## src/rtl/cv32e40p_tmr_fault_manager.sv

```systemverilog
`default_nettype none
// ============================================================================
// Module   : cv32e40p_tmr_fault_manager
// Purpose  : Watches the per-sample result flags of a TMR majority voter.
//            A replica that disagrees with the voted value for THRESH
//            consecutive valid samples gets a resync request. The request
//            uses a req/ack handshake and is followed by a cooldown window.
//            An uncorrectable sample latches a sticky fatal state that only
//            reset can clear.
// Ports    : clk_i, rst_i (sync, active-high)
//            valid_i, err_rep_i[2:0], uncorr_i : voter result for this cycle
//            resync_req_o, resync_id_o[1:0]    : resync request towards core
//            resync_ack_i                      : resync accepted/done
//            fatal_o, busy_o                   : status flags
//            corr_cnt_o, resync_cnt_o          : saturating event counters
// Revision : 1.0 - initial release
// ============================================================================
module cv32e40p_tmr_fault_manager #(
  parameter int CNT_W    = 16,
  parameter int THRESH   = 4,
  parameter int COOLDOWN = 8
) (
  input  logic             clk_i,
  input  logic             rst_i,
  input  logic             valid_i,
  input  logic [2:0]       err_rep_i,
  input  logic             uncorr_i,
  output logic             resync_req_o,
  output logic [1:0]       resync_id_o,
  input  logic             resync_ack_i,
  output logic             fatal_o,
  output logic             busy_o,
  output logic [CNT_W-1:0] corr_cnt_o,
  output logic [CNT_W-1:0] resync_cnt_o
);

  localparam int STRK_W = $clog2(THRESH + 1);
  localparam int CD_W   = (COOLDOWN > 1) ? $clog2(COOLDOWN) : 1;
  localparam logic [STRK_W-1:0] THRESH_V  = STRK_W'(THRESH);
  localparam logic [CD_W-1:0]   CD_LOAD_V = CD_W'(COOLDOWN - 1);

  typedef enum logic [1:0] {
    ST_IDLE     = 2'd0,
    ST_REQ      = 2'd1,
    ST_COOLDOWN = 2'd2,
    ST_FATAL    = 2'd3
  } state_t;

  state_t            state, state_nxt;
  logic [STRK_W-1:0] streak     [3];
  logic [STRK_W-1:0] streak_nxt [3];
  logic [CD_W-1:0]   cd_cnt, cd_cnt_nxt;
  logic              req_nxt;
  logic [1:0]        id_nxt;
  logic              corr_inc, resync_inc;

  // Sample classification
  logic [1:0] err_pop;
  logic       single, uncorr_evt;

  assign err_pop    = {1'b0, err_rep_i[0]} + {1'b0, err_rep_i[1]} + {1'b0, err_rep_i[2]};
  assign single     = valid_i & ~uncorr_i & (err_pop == 2'd1);
  assign uncorr_evt = valid_i & (uncorr_i | (err_pop >= 2'd2));

  // Streak update as it would happen in IDLE, plus which replica (if any)
  // reaches the threshold on this sample.
  logic [STRK_W-1:0] streak_upd [3];
  logic              hit;
  logic [1:0]        hit_id;

  always_comb begin
    hit    = 1'b0;
    hit_id = 2'd0;
    for (int k = 0; k < 3; k++) begin
      streak_upd[k] = '0;
      if (err_rep_i[k]) begin
        streak_upd[k] = (streak[k] == THRESH_V) ? streak[k] : streak[k] + 1'b1;
        if (single && (streak_upd[k] == THRESH_V)) begin
          hit    = 1'b1;
          hit_id = 2'(k);
        end
      end
    end
  end

  // Next-state / next-output logic. Outputs are registered from these values,
  // so fatal/busy/req reflect the state entered at the same edge.
  always_comb begin
    state_nxt  = state;
    req_nxt    = resync_req_o;
    id_nxt     = resync_id_o;
    cd_cnt_nxt = cd_cnt;
    resync_inc = 1'b0;
    corr_inc   = single & (state != ST_FATAL);
    for (int k = 0; k < 3; k++) streak_nxt[k] = streak[k];

    case (state)
      ST_IDLE: begin
        if (uncorr_evt) begin
          state_nxt = ST_FATAL;
          req_nxt   = 1'b0;
          id_nxt    = 2'd0;
        end else if (valid_i) begin
          for (int k = 0; k < 3; k++) streak_nxt[k] = streak_upd[k];
          if (hit) begin
            state_nxt = ST_REQ;
            req_nxt   = 1'b1;
            id_nxt    = hit_id;
          end
        end
      end
      ST_REQ: begin
        if (uncorr_evt) begin
          state_nxt = ST_FATAL;
          req_nxt   = 1'b0;
          id_nxt    = 2'd0;
        end else if (resync_ack_i) begin
          state_nxt  = ST_COOLDOWN;
          req_nxt    = 1'b0;
          id_nxt     = 2'd0;
          resync_inc = 1'b1;
          cd_cnt_nxt = CD_LOAD_V;
          for (int k = 0; k < 3; k++) streak_nxt[k] = '0;
        end
      end
      ST_COOLDOWN: begin
        // Counter is loaded with COOLDOWN-1 so exactly COOLDOWN cycles are
        // spent here before returning to IDLE.
        if (uncorr_evt) begin
          state_nxt = ST_FATAL;
        end else if (cd_cnt == '0) begin
          state_nxt = ST_IDLE;
        end else begin
          cd_cnt_nxt = cd_cnt - 1'b1;
        end
      end
      default: begin
        // FATAL: everything frozen until reset.
        state_nxt = ST_FATAL;
        req_nxt   = 1'b0;
        id_nxt    = 2'd0;
      end
    endcase
  end

  always_ff @(posedge clk_i) begin
    if (rst_i) begin
      state        <= ST_IDLE;
      cd_cnt       <= '0;
      resync_req_o <= 1'b0;
      resync_id_o  <= 2'd0;
      fatal_o      <= 1'b0;
      busy_o       <= 1'b0;
      corr_cnt_o   <= '0;
      resync_cnt_o <= '0;
      for (int k = 0; k < 3; k++) streak[k] <= '0;
    end else begin
      state        <= state_nxt;
      cd_cnt       <= cd_cnt_nxt;
      resync_req_o <= req_nxt;
      resync_id_o  <= id_nxt;
      fatal_o      <= (state_nxt == ST_FATAL);
      busy_o       <= (state_nxt != ST_IDLE);
      for (int k = 0; k < 3; k++) streak[k] <= streak_nxt[k];
      if (corr_inc && (corr_cnt_o != '1))
        corr_cnt_o <= corr_cnt_o + 1'b1;
      if (resync_inc && (resync_cnt_o != '1))
        resync_cnt_o <= resync_cnt_o + 1'b1;
    end
  end

endmodule
`default_nettype wire

```

## config.mk

```make
export PLATFORM = sky130hd
export DESIGN_NAME = cv32e40p_tmr_fault_manager
export DESIGN_NICKNAME = d
export VERILOG_FILES = /design/src/rtl/cv32e40p_tmr_fault_manager.sv
export SDC_FILE = /design/constraint.sdc
export NUM_CORES = 1
export LEC_CHECK = 0
export BUFFER_PORTS_ARGS = -buffer_cell sky130_fd_sc_hd__buf_2
export CAP_MARGIN = 20
export CORE_MARGIN = 4
export CORE_UTILIZATION = 41
export DETAILED_ROUTE_END_ITERATION = 8
export PLACE_DENSITY = 0.64
export SLEW_MARGIN = 20
export SYNTH_ARGS = -nofsm -noshare
export SYNTH_HDL_FRONTEND = slang
export SYNTH_SLANG_ARGS = --single-unit
```

## constraint.sdc

```tcl
create_clock -name clk_i -period 4 [get_ports clk_i]
set_clock_uncertainty 0.05 [all_clocks]
set_input_delay 0.8 -clock clk_i [delete_from_list [all_inputs] [get_ports clk_i]]
set_output_delay 0.8 -clock clk_i [all_outputs]
set_load 0.02 [all_outputs]
```

# Word-level counts from Yosys, hierarchy flattened
# Memories as Yosys holds them, arrays and structs flattened.
# Cells that the tools add are included.
[totals]
regBits = 42
latchBits = 0
ramBits = 9
rom_bits = 0
in_bits = 8
out_inout_bits = 37
elab_cells = 114
memories = 1
[mem_list]
columns = ["name", "words", "width", "read_ports", "rd_clocked_by_memory_dff", "write_ports", "line_no", "source"]
rows = [
  ["streak", 3, 3, 3, 0, 3, "50", "logic [STRK_W-1:0] streak [3];"],
]
[op_classes]
addsub = 8
mul = 0
div_mod_pow = 0
n_lt_le_gt_ge = 1
n_eq_ne = 20
shift = 0
muxes = 55
n_bitwise = 10
reduce_logical = 11
[op_table]
columns = ["cell", "n"]
rows = [
  ["3-bit two-way mux", 13],
  ["9-bit two-way mux", 4],
  ["16-bit by 1-bit adder with 16-bit output, second input constant", 2],
  ["16-bit inequality test, second input constant", 2],
  ["2-bit two-way mux", 14],
  ["1-bit two-way mux", 19],
  ["3-bit equality test, second input constant", 6],
  ["9-bit case mux with 2 select lines", 1],
  ["2-bit case mux with 3 select lines", 2],
  ["2-bit inequality test, second input constant", 5],
  ["3-bit by 1-bit adder with 3-bit output, second input constant", 3],
  ["3-bit inequality test, second input constant", 3],
  ["3-bit case mux with 2 select lines", 1],
  ["1-bit logical AND", 5],
  ["5-bit AND reduction", 1],
  ["1-bit bitwise AND", 4],
  ["2-bit by 1-bit equality test with 1-bit output, second input constant", 2],
  ["2-bit equality test, second input constant", 2],
  ["1-bit OR", 4],
  ["4-bit AND reduction", 1],
  ["2-bit nonzero test", 2],
  ["3-bit logical NOT", 1],
  ["1-bit case mux with 3 select lines", 1],
  ["3-bit by 1-bit subtractor with 3-bit output, second input constant", 1],
  ["other kinds (5)", 6],
]

# Logic depth before layout (Yosys ltp)
# Gate-level depths: netlist of the first run.
[depth]
ltp_word = 16
depth_mapped = 7
ltp_nobuf = 7

# Worst setup path after synthesis of the first run
# Ideal clock, no wire load.
[synth_timing]
path_type = "input port to flip-flop"
start = "in err_rep_i[0]"
end = "reg resync_cnt_o[7]"
setup_time_ps = 123
arrival_ps = 2502
required_time_ps = 3827
slack_ps = 1324
stages = 6
path_buffers = 0
cell_sequence = "fa_1 -> o21ai_1 -> nand2_1 -> a211oi_2 -> and3_1 -> mux2_1"
[synth_via]
elab_chain_cells = 8
[synth_lines]
columns = ["item", "line_no", "source"]
rows = [
  ["start: declaration", "26", "input logic [2:0] err_rep_i,"],
  ["1-bit by 1-bit adder with 2-bit output", "61", "assign err_pop = {1'b0, err_rep_i[0]} + {1'b0, err_rep_i[1]} + {1'b0, err_rep_i[2]};"],
  ["2-bit by 1-bit adder with 2-bit output", "61", ""],
  ["2-bit >= comparator", "63", "assign uncorr_evt = valid_i & (uncorr_i | (err_pop >= 2'd2));"],
  ["1-bit OR", "63", ""],
  ["1-bit bitwise AND", "63", ""],
  ["1-bit two-way mux", "113", "if (uncorr_evt) begin"],
  ["1-bit two-way mux", "97", "case (state)"],
  ["1-bit logical AND", "167", "if (resync_inc && (resync_cnt_o != '1))"],
  ["end signal: assignment", "168", "resync_cnt_o <= resync_cnt_o + 1'b1;"],
  ["end: declaration", "34", "output logic [CNT_W-1:0] resync_cnt_o"],
]
# No other way between the ends.
# A chain may end at the register's enable or synchronous reset.

==> summary by stage, run 1 <==
Status
The run finished with clean final reports.

STA
The final worst-path setup slack is 1530 ps. The minimum hold slack is 427 ps. The transition at the pin with the smallest max-transition slack is around 660 ps.

The number of failing hold endpoints at the final stage is 0. The fraction of the cycle the final worst path needs is 0.616. The worst max-slew margin expressed relative to the limit is 0.558. The shortest period the worst path allows is 2470 ps. Static timing analysis puts the maximum clock frequency at roughly 400 MHz. Setup violations remaining at the end of the flow were counted as 0. After routing, the total negative slack on setup checks comes to 0 ps. The final count of pins violating max slew was 0. Setup repair after global routing left no endpoint under its margin.

Synth
The portion of synthesized cell area occupied by the leading cell type is 0.371. The flip-flop cell with the highest count after synthesis is sky130_fd_sc_hd__dfxtp_1. Yosys attributes the largest share of cell area to sky130_fd_sc_hd__dfxtp_1 (37%), sky130_fd_sc_hd__xnor2_1 (7.6%), sky130_fd_sc_hd__nor2_1 (5.9%). Synthesis instantiated 56 different standard cells from the library. For this run, the register share of the synthesized area comes to 0.371. The commonest cells after synthesis are sky130_fd_sc_hd__dfxtp_1 (51), sky130_fd_sc_hd__nor2_1 (43), sky130_fd_sc_hd__xnor2_1 (24).

Yosys instantiated no cell more often than sky130_fd_sc_hd__dfxtp_1. The post-synth net total is 345. After synthesis the cells add up to 2750 µm². The warning count from the yosys run is 0. The average footprint of a synthesized cell is 8.44 µm².

After synthesis the netlist holds a flip-flop and latch count of 51. Yosys mapped a number of flops with a built-in enable equal to 0. The cell taking the most area after synthesis is sky130_fd_sc_hd__dfxtp_1.

The cell count after synthesis is 326. The share of async-settable or async-resettable flops after synthesis is 0.

Routing
The violation count after the first detailed-route iteration is 89. The routed length per placed instance is 13.3 µm. For this block, the via count after detailed routing is between 2000 and 2500. In this run the remaining antenna-violating nets after routing total 0. Summed over all layers, the routed wires come to roughly 5900 µm. The vias per cell is 5.42. The residual DRC count is 0. The length of the first detailed-routing pass in iterations is 4.

Critical path
Together, buffers and inverters on the worst path number 1. The maximum cell stage delay along the critical path is 470 ps. The signal on the critical path passes through buf_2 -> fa_1 -> o21a_1 -> nor3_1 -> o21ai_0 -> a22oi_1 -> nor2_1.

The cell family with the largest share of critical-path delay is compound AO/OA/AOI/OAI gates. The peak fanout along the critical path is 6. Data on the critical path is required at its endpoint by around 4100 ps. The path type of the worst setup path is input pin to register. The startpoint kind of the worst setup timing path is an input pin. Across all register-to-register paths, the minimum setup slack is 1870 ps.

Measured in cells, the most critical reg-to-reg path has a length of 7. Among all stages on the critical path, the largest delay is contributed by sky130_fd_sc_hd__nor3_1. In this run the critical register-to-register path is captured at resync_id_o[1]$_SDFFE_PP0P_.

The arrival time at the worst endpoint is 2600 ps. The worst register-to-register path begins at streak[0][3]$_SDFFE_PP0P_. STA classifies the critical path endpoint as a register.

Power
The maximum vdd ir drop is 0.000159 V. The share of total power dissipated in sequential elements is 0.505. Of the total power, combinational logic draws 0.087. For this design the static power due to leakage is ~1.2 nW. Of the total power, the clock network draws 0.407. Of the total power, the share spent switching nets is 0.232. The analysis attributes to net switching a power of between 200 and 250 µW. The total power of the final layout is 1.04 mW.

Power spread over the standard cell area amounts to 328 nW/µm². The internal portion of the total power is 800 µW.

Placed design
The congestion estimate from routability-driven global placement came to 0.868. The pre-CTS setup slack is 1190 ps. Detailed placement finished with a half-perimeter wire length of 4440 µm. Once placement finished, the instance area stood at 3040 µm². The number of cells in the design after placement is 439.

The count of input and output buffers is 44.

Global routing
For this run, the total global-route usage over all layers was measured as 0.150. The total overflow left after global routing is 0. The number of global-route vias before repair is between 2000 and 2500. The number of antenna violations at the first check in global routing was 0. The global-route wire length before repair is 10500 µm. The largest net degree at the start of global routing is 26.

Clock network
The CTS root buffer is sky130_fd_sc_hd__clkbuf_8. The deepest level of the CTS H-tree is 2. The CTS buffer count is 5. TritonCTS built the clock tree.

The number of buffers added for setup after CTS is 0. Hold repair after CTS inserted 0 buffers. At the later pin of the worst-skew pair, clock insertion delay measures 300 ps. Once the clock tree was built, the resizer swapped 0 gates to a different size. The clock net sink count is 51. Clock-pin slew was measured on the worst setup and hold paths at 100 ps. The maximum buffer depth of the clock tree is 2.

Finish
Compared with the post-synthesis result, the final layout area differs by 15.4%. The final cell count without fillers is roughly 450. Measured on the finished design, the core utilization comes to 0.494. Of the cells placed in the final design, the portion with a size suffix greater than 1 is 0.181. The net count of the finished layout is between 300 and 400. The layout has between 600 and 700 filler cells.

The finished layout cell area is 3170 µm². The number of antenna diodes in the final layout is 0.

Run
Across the run, the number of max-cap violations was 0.

Die
The starting utilization of the core area is 0.428. Row generation in the floorplan step produced 29 rows. The die covers 8080 µm². Pin placement for this block handled 45 I/O pins. The horizontal die dimension is 89.9 µm. The placeable core region is 6420 µm². From bottom edge to top edge, the die measures 89.9 µm.

Worst hold path
The worst hold path terminates at resync_id_o[0]$_SDFFE_PP0P_. In this run the most critical hold path is launched from resync_id_o[0]$_SDFFE_PP0P_. The tightest min-delay check is of the register to register type.

The worst hold path passes through 2 cells.
cells in the final DEF (no fill, tap or decap), types with 3 or more instances in the layout:
master	count
sky130_fd_sc_hd__and3_1	4
sky130_fd_sc_hd__nand2_1	22
sky130_fd_sc_hd__o21ai_0	7
sky130_fd_sc_hd__and2_1	4
sky130_fd_sc_hd__buf_4	3
sky130_fd_sc_hd__nand2b_1	6
sky130_fd_sc_hd__dfxtp_1	51
sky130_fd_sc_hd__nor2_1	43
sky130_fd_sc_hd__a21oi_1	19
sky130_fd_sc_hd__nand4_1	9
sky130_fd_sc_hd__a211oi_1	5
sky130_fd_sc_hd__nand3_1	13
sky130_fd_sc_hd__nor3_1	18
sky130_fd_sc_hd__nor3b_1	3
sky130_fd_sc_hd__buf_2	44
sky130_fd_sc_hd__mux2i_1	6
sky130_fd_sc_hd__ha_1	10
sky130_fd_sc_hd__clkbuf_8	5
sky130_fd_sc_hd__nand3b_1	3
sky130_fd_sc_hd__nor2b_1	3
sky130_fd_sc_hd__xnor2_1	24
sky130_fd_sc_hd__nor4_1	5
sky130_fd_sc_hd__inv_1	17
sky130_fd_sc_hd__a32oi_1	3
worst reg2reg max path, stage by stage (launching register included):
cell                       delay [ps]
sky130_fd_sc_hd__dfxtp_1          400
sky130_fd_sc_hd__inv_1             60
sky130_fd_sc_hd__ha_1             230
sky130_fd_sc_hd__or3b_1           350
sky130_fd_sc_hd__a311oi_1         420
sky130_fd_sc_hd__o21bai_1         190
sky130_fd_sc_hd__nand2b_1          70
sky130_fd_sc_hd__a32o_1           250
area by class of cell:
cell class / count / area (µm²) / area share
clock inverters: 3 / 67.6 / 0.0213
well taps: 77 / 96.3 / 0.0304
multi-input cells: 247 / 1610 / 0.508
flip-flops and latches: 51 / 1020 / 0.322
repair buffers: 47 / 243 / 0.0765
clock buffers: 5 / 68.8 / 0.0217
inverters: 17 / 63.8 / 0.0201
worst max path at each step:
stage / startpoint / depth (start not counted) / endpoint
after floorplan: err_rep_i[0] / 6 / resync_cnt_o[7]$_SDFFE_PP0P_
after global placement: err_rep_i[0] / 8 / resync_cnt_o[7]$_SDFFE_PP0P_
after detailed placement: err_rep_i[0] / 7 / streak[0][1]$_SDFFE_PP0P_
after CTS: err_rep_i[0] / 7 / corr_cnt_o[7]$_SDFFE_PP0P_
after global routing: err_rep_i[0] / 7 / streak[0][1]$_SDFFE_PP0P_
final: err_rep_i[0] / 7 / streak[0][1]$_SDFFE_PP0P_
kinds of logic after synthesis:
family / after synthesis / share of synthesized area
adder cells (fa/ha/maj): 11 / 0.0528
AND/OR/NAND/NOR: 147 / 0.287
flip-flops: 51 / 0.371
buffers and inverters: 28 / 0.0423
XOR/XNOR: 24 / 0.0764
multiplexers: 8 / 0.0300
AO/OA/AOI/OAI: 57 / 0.141
per-layer routing:
layer,share of wire,up-vias,routed length [µm],GRT usage
met1,0.47,1122,2810,0.184
met3,0.044,7,263,0.0326
met4,0.010,0,61,0.0485
met2,0.47,51,2800,0.263
li1,-,1242,-,-
met5,0,-,0,0
flip-flops by register name, summed over array words and instances (netlist names):
register	cells
fatal_o	1
corr_cnt_o	16
cd_cnt	3
busy_o	1
streak	9
resync_cnt_o	16
resync_id_o	2
resync_req_o	1
state	2
power by group through the flow:
stage	Combinational, mW	Clock, mW	Sequential, mW
final	0.0909	0.425	0.526
after global routing	0.103	0.460	0.528
after CTS	0.0916	0.439	0.526
after detailed placement	0.0912	0	0.538
after global placement	0.0894	0	0.538
after floorplan	0.0671	0	0.537
(Power assumes the default switching activity.)
==> run 2, diff against run 1 <==
==> constraint.sdc (replaced) <==
create_clock -name clk_i -period 2.6 [get_ports clk_i]
set_clock_uncertainty 0.05 [all_clocks]
set_input_delay 0.52 -clock clk_i [delete_from_list [all_inputs] [get_ports clk_i]]
set_output_delay 0.52 -clock clk_i [all_outputs]
set_load 0.02 [all_outputs]
==> summary by stage, run 2 (same netlist as run 1, synthesis figures left out) <==
Global routing
The global-route wire length before repair was 10500 µm (about the same). The global route total overflow is 0 (unchanged). The largest net degree at the start of global routing is 27 (+3.8%). The number of antenna violations at the first check in global routing is 0 (unchanged). The total global routing track utilization was 0.151 (+0.000379). The number of global-route vias before repair is 2319 (-2.6%).

Routing
The count of nets left with antenna violations after detail routing is 0 (unchanged). The violation count after the first detailed-route iteration is 125 (+40%). The length of the first detailed-routing pass in iterations was 4 (unchanged). The residual DRC count is 0 (unchanged). The total number of vias came to 2404 (-0.74%).

The routed length per placed instance came to 13.0 µm (-1.8%). The vias per cell is 5.34 (-1.4%). The total routed wirelength is 5870 µm (-1.1%).

STA
The worst max-slew margin expressed relative to the limit came to 0.589 (+0.0312). The transition at the pin with the smallest max-transition slack is 611 ps (-46.4 ps). The final count of pins violating max slew was 0 (unchanged). Based on the critical path, the design can be clocked at up to 442 MHz. The number of failing hold endpoints at the final stage is 0 (unchanged). Setup repair after global routing left no endpoint under its margin. The setup violation total in the final timing report is 0 (unchanged).

The aggregate negative setup slack is 0 ps (unchanged). The minimum hold slack is 427 ps (+0.117 ps). In the finished design, the share of the clock period the worst path needs comes to 0.870.

The routed design could run at a clock period as short as 2260 ps.

Finish
In the layout the commonest cells are sky130_fd_sc_hd__dfxtp_1 (51), sky130_fd_sc_hd__buf_2 (44), sky130_fd_sc_hd__nor2_1 (43), sky130_fd_sc_hd__xnor2_1 (24), sky130_fd_sc_hd__nand2_1 (22). The most common cell after layout, fill and taps aside is sky130_fd_sc_hd__dfxtp_1. The number of nets at the end of the flow came to 391 (+0.77%). The fraction of layout instances using a drive strength above 1 is 0.188 (+0.00659).

The filler cell count in the final layout is 660 (+6.8%). The final cell count without fillers came to 450 (+0.67%). The total area of sequential cells came to 1020 µm² (unchanged). Relative to the synthesized area, the layout overhead comes to 15.7%. The number of diodes is 0 (unchanged). The area of the multi-input gates is 1610 µm² (unchanged).

The largest registers in the layout are corr_cnt_o x16, resync_cnt_o x16, streak x9.

Clock network
The total of cells resized after clock tree synthesis is 0 (unchanged). The number of buffers added for setup after CTS came to 0 (unchanged). The maximum buffer depth of the clock tree is 2 (unchanged). The CTS root buffer is sky130_fd_sc_hd__clkbuf_8. The register clock-pin slew on the reported worst setup and hold paths is 90 ps (about the same). The deepest level of the CTS H-tree came to 2 (unchanged). The clock net sink count is 51 (unchanged). The quantity of hold-fixing buffers added after cts came to 0 (unchanged). The clock network latency to the later pin of the worst-skew pair came to 310 ps (about the same).

The clock tree from TritonCTS is built. The CTS buffer count came to 5 (unchanged).

Die
The cell row count is 29 (unchanged). The height of the die is 89.9 µm (unchanged). The overall die area is 8080 µm² (unchanged). The starting utilization of the core area is 0.428 (unchanged). The placeable core region came to 6420 µm² (unchanged). The horizontal die dimension was 89.9 µm (unchanged). The top-level I/O count came to 45 (unchanged).

Critical path
The number of cells traversed by the worst register-to-register path is 7 (unchanged). The path type of the worst setup path is input pin to register. The arrival time at the worst endpoint came to 2450 ps (-150 ps). The required arrival time at the worst endpoint is 2790 ps (-1350 ps). The peak fanout along the critical path is 9 (+3). The startpoint kind of the worst setup timing path is an input pin. The capturing element type of the critical path is a register. The startpoint of the worst register-to-register path is streak[0][3]$_SDFFE_PP0P_. The launching element of the worst setup path is err_rep_i[0].

Power
The maximum vdd ir drop is 0.000233 V (+47%). The power density relative to cell area came to 485 nW/µm² (+48%). The leakage power is 1.20 nW (+1.0%).

Placed design
The routability congestion estimate is 0.855 (-1.5%). The placed wire-length estimate after detailed placement is 4390 µm (-1.3%). The number of cells in the design after placement is 442 (+0.68%). The count of input and output buffers was 44 (unchanged).

Worst hold path
The worst hold-check path type is register to register. The startpoint identified for the worst hold timing path is resync_id_o[0]$_SDFFE_PP0P_. The worst hold path depth came to 2 (unchanged).

Status
The run finished with clean final reports.

Run
The number of max-cap violations is 0 (unchanged).
run 2: power by group:
part           leakage (nW)  total [mW]  internal [mW]  switching (mW)
logic                 0.728       0.149         0.0563          0.0931
clock network        0.0618       0.588          0.317           0.272
registers             0.412       0.806          0.795          0.0110
total                  1.20        1.54           1.17           0.376
run 2: path summary, 6_finish.rpt:
kind	to	slack, ps
hold / removal	resync_id_o[0]$_SDFFE_PP0P_	430
hold reg to reg	resync_id_o[0]$_SDFFE_PP0P_	430
setup reg to reg	resync_id_o[1]$_SDFFE_PP0P_	450
setup / recovery	streak[0][0]$_SDFFE_PP0P_	340
run 2: routing by layer:
metal,track usage,share of wire
met5,0,0
met4,0.0332,0.0078
met3,0.0334,0.038
met2,0.254,0.47
met1,0.198,0.49
run 2: final cells by class:
type / instances / share of cell area
Clock buffer: 6 / 0.0260
Clock inverter: 2 / 0.0122
Inverter: 17 / 0.0201
Multi-Input combinational cell: 247 / 0.507
Sequential cell: 51 / 0.321
Tap cell: 77 / 0.0303
Timing Repair Buffer: 50 / 0.0834
run 2: per-stage QoR:
| step | total power, mW | setup WS (ps) | area (µm²) | util |
|---|---|---|---|---|
| global route | 1.62 | 197 | 3180 | 0.495 |
| floorplan | 0.930 | 204 | 2750 | - |
| finish | 1.54 | 339 | 3180 | 0.495 |
| detailed placement | 0.972 | 3.19 | 3060 | 0.476 |
| global placement | 0.970 | 136 | 3060 | 0.476 |
| CTS | 1.56 | 316 | 3180 | 0.495 |
run 2: worst max-delay path: stages:
cell and delay (ps):
sky130_fd_sc_hd__buf_2 120, sky130_fd_sc_hd__fa_1 470, sky130_fd_sc_hd__o21a_1 260, sky130_fd_sc_hd__or3_1 500, sky130_fd_sc_hd__nor3b_1 360, sky130_fd_sc_hd__mux2i_1 120
sky130_fd_sc_hd__nor2_1 100
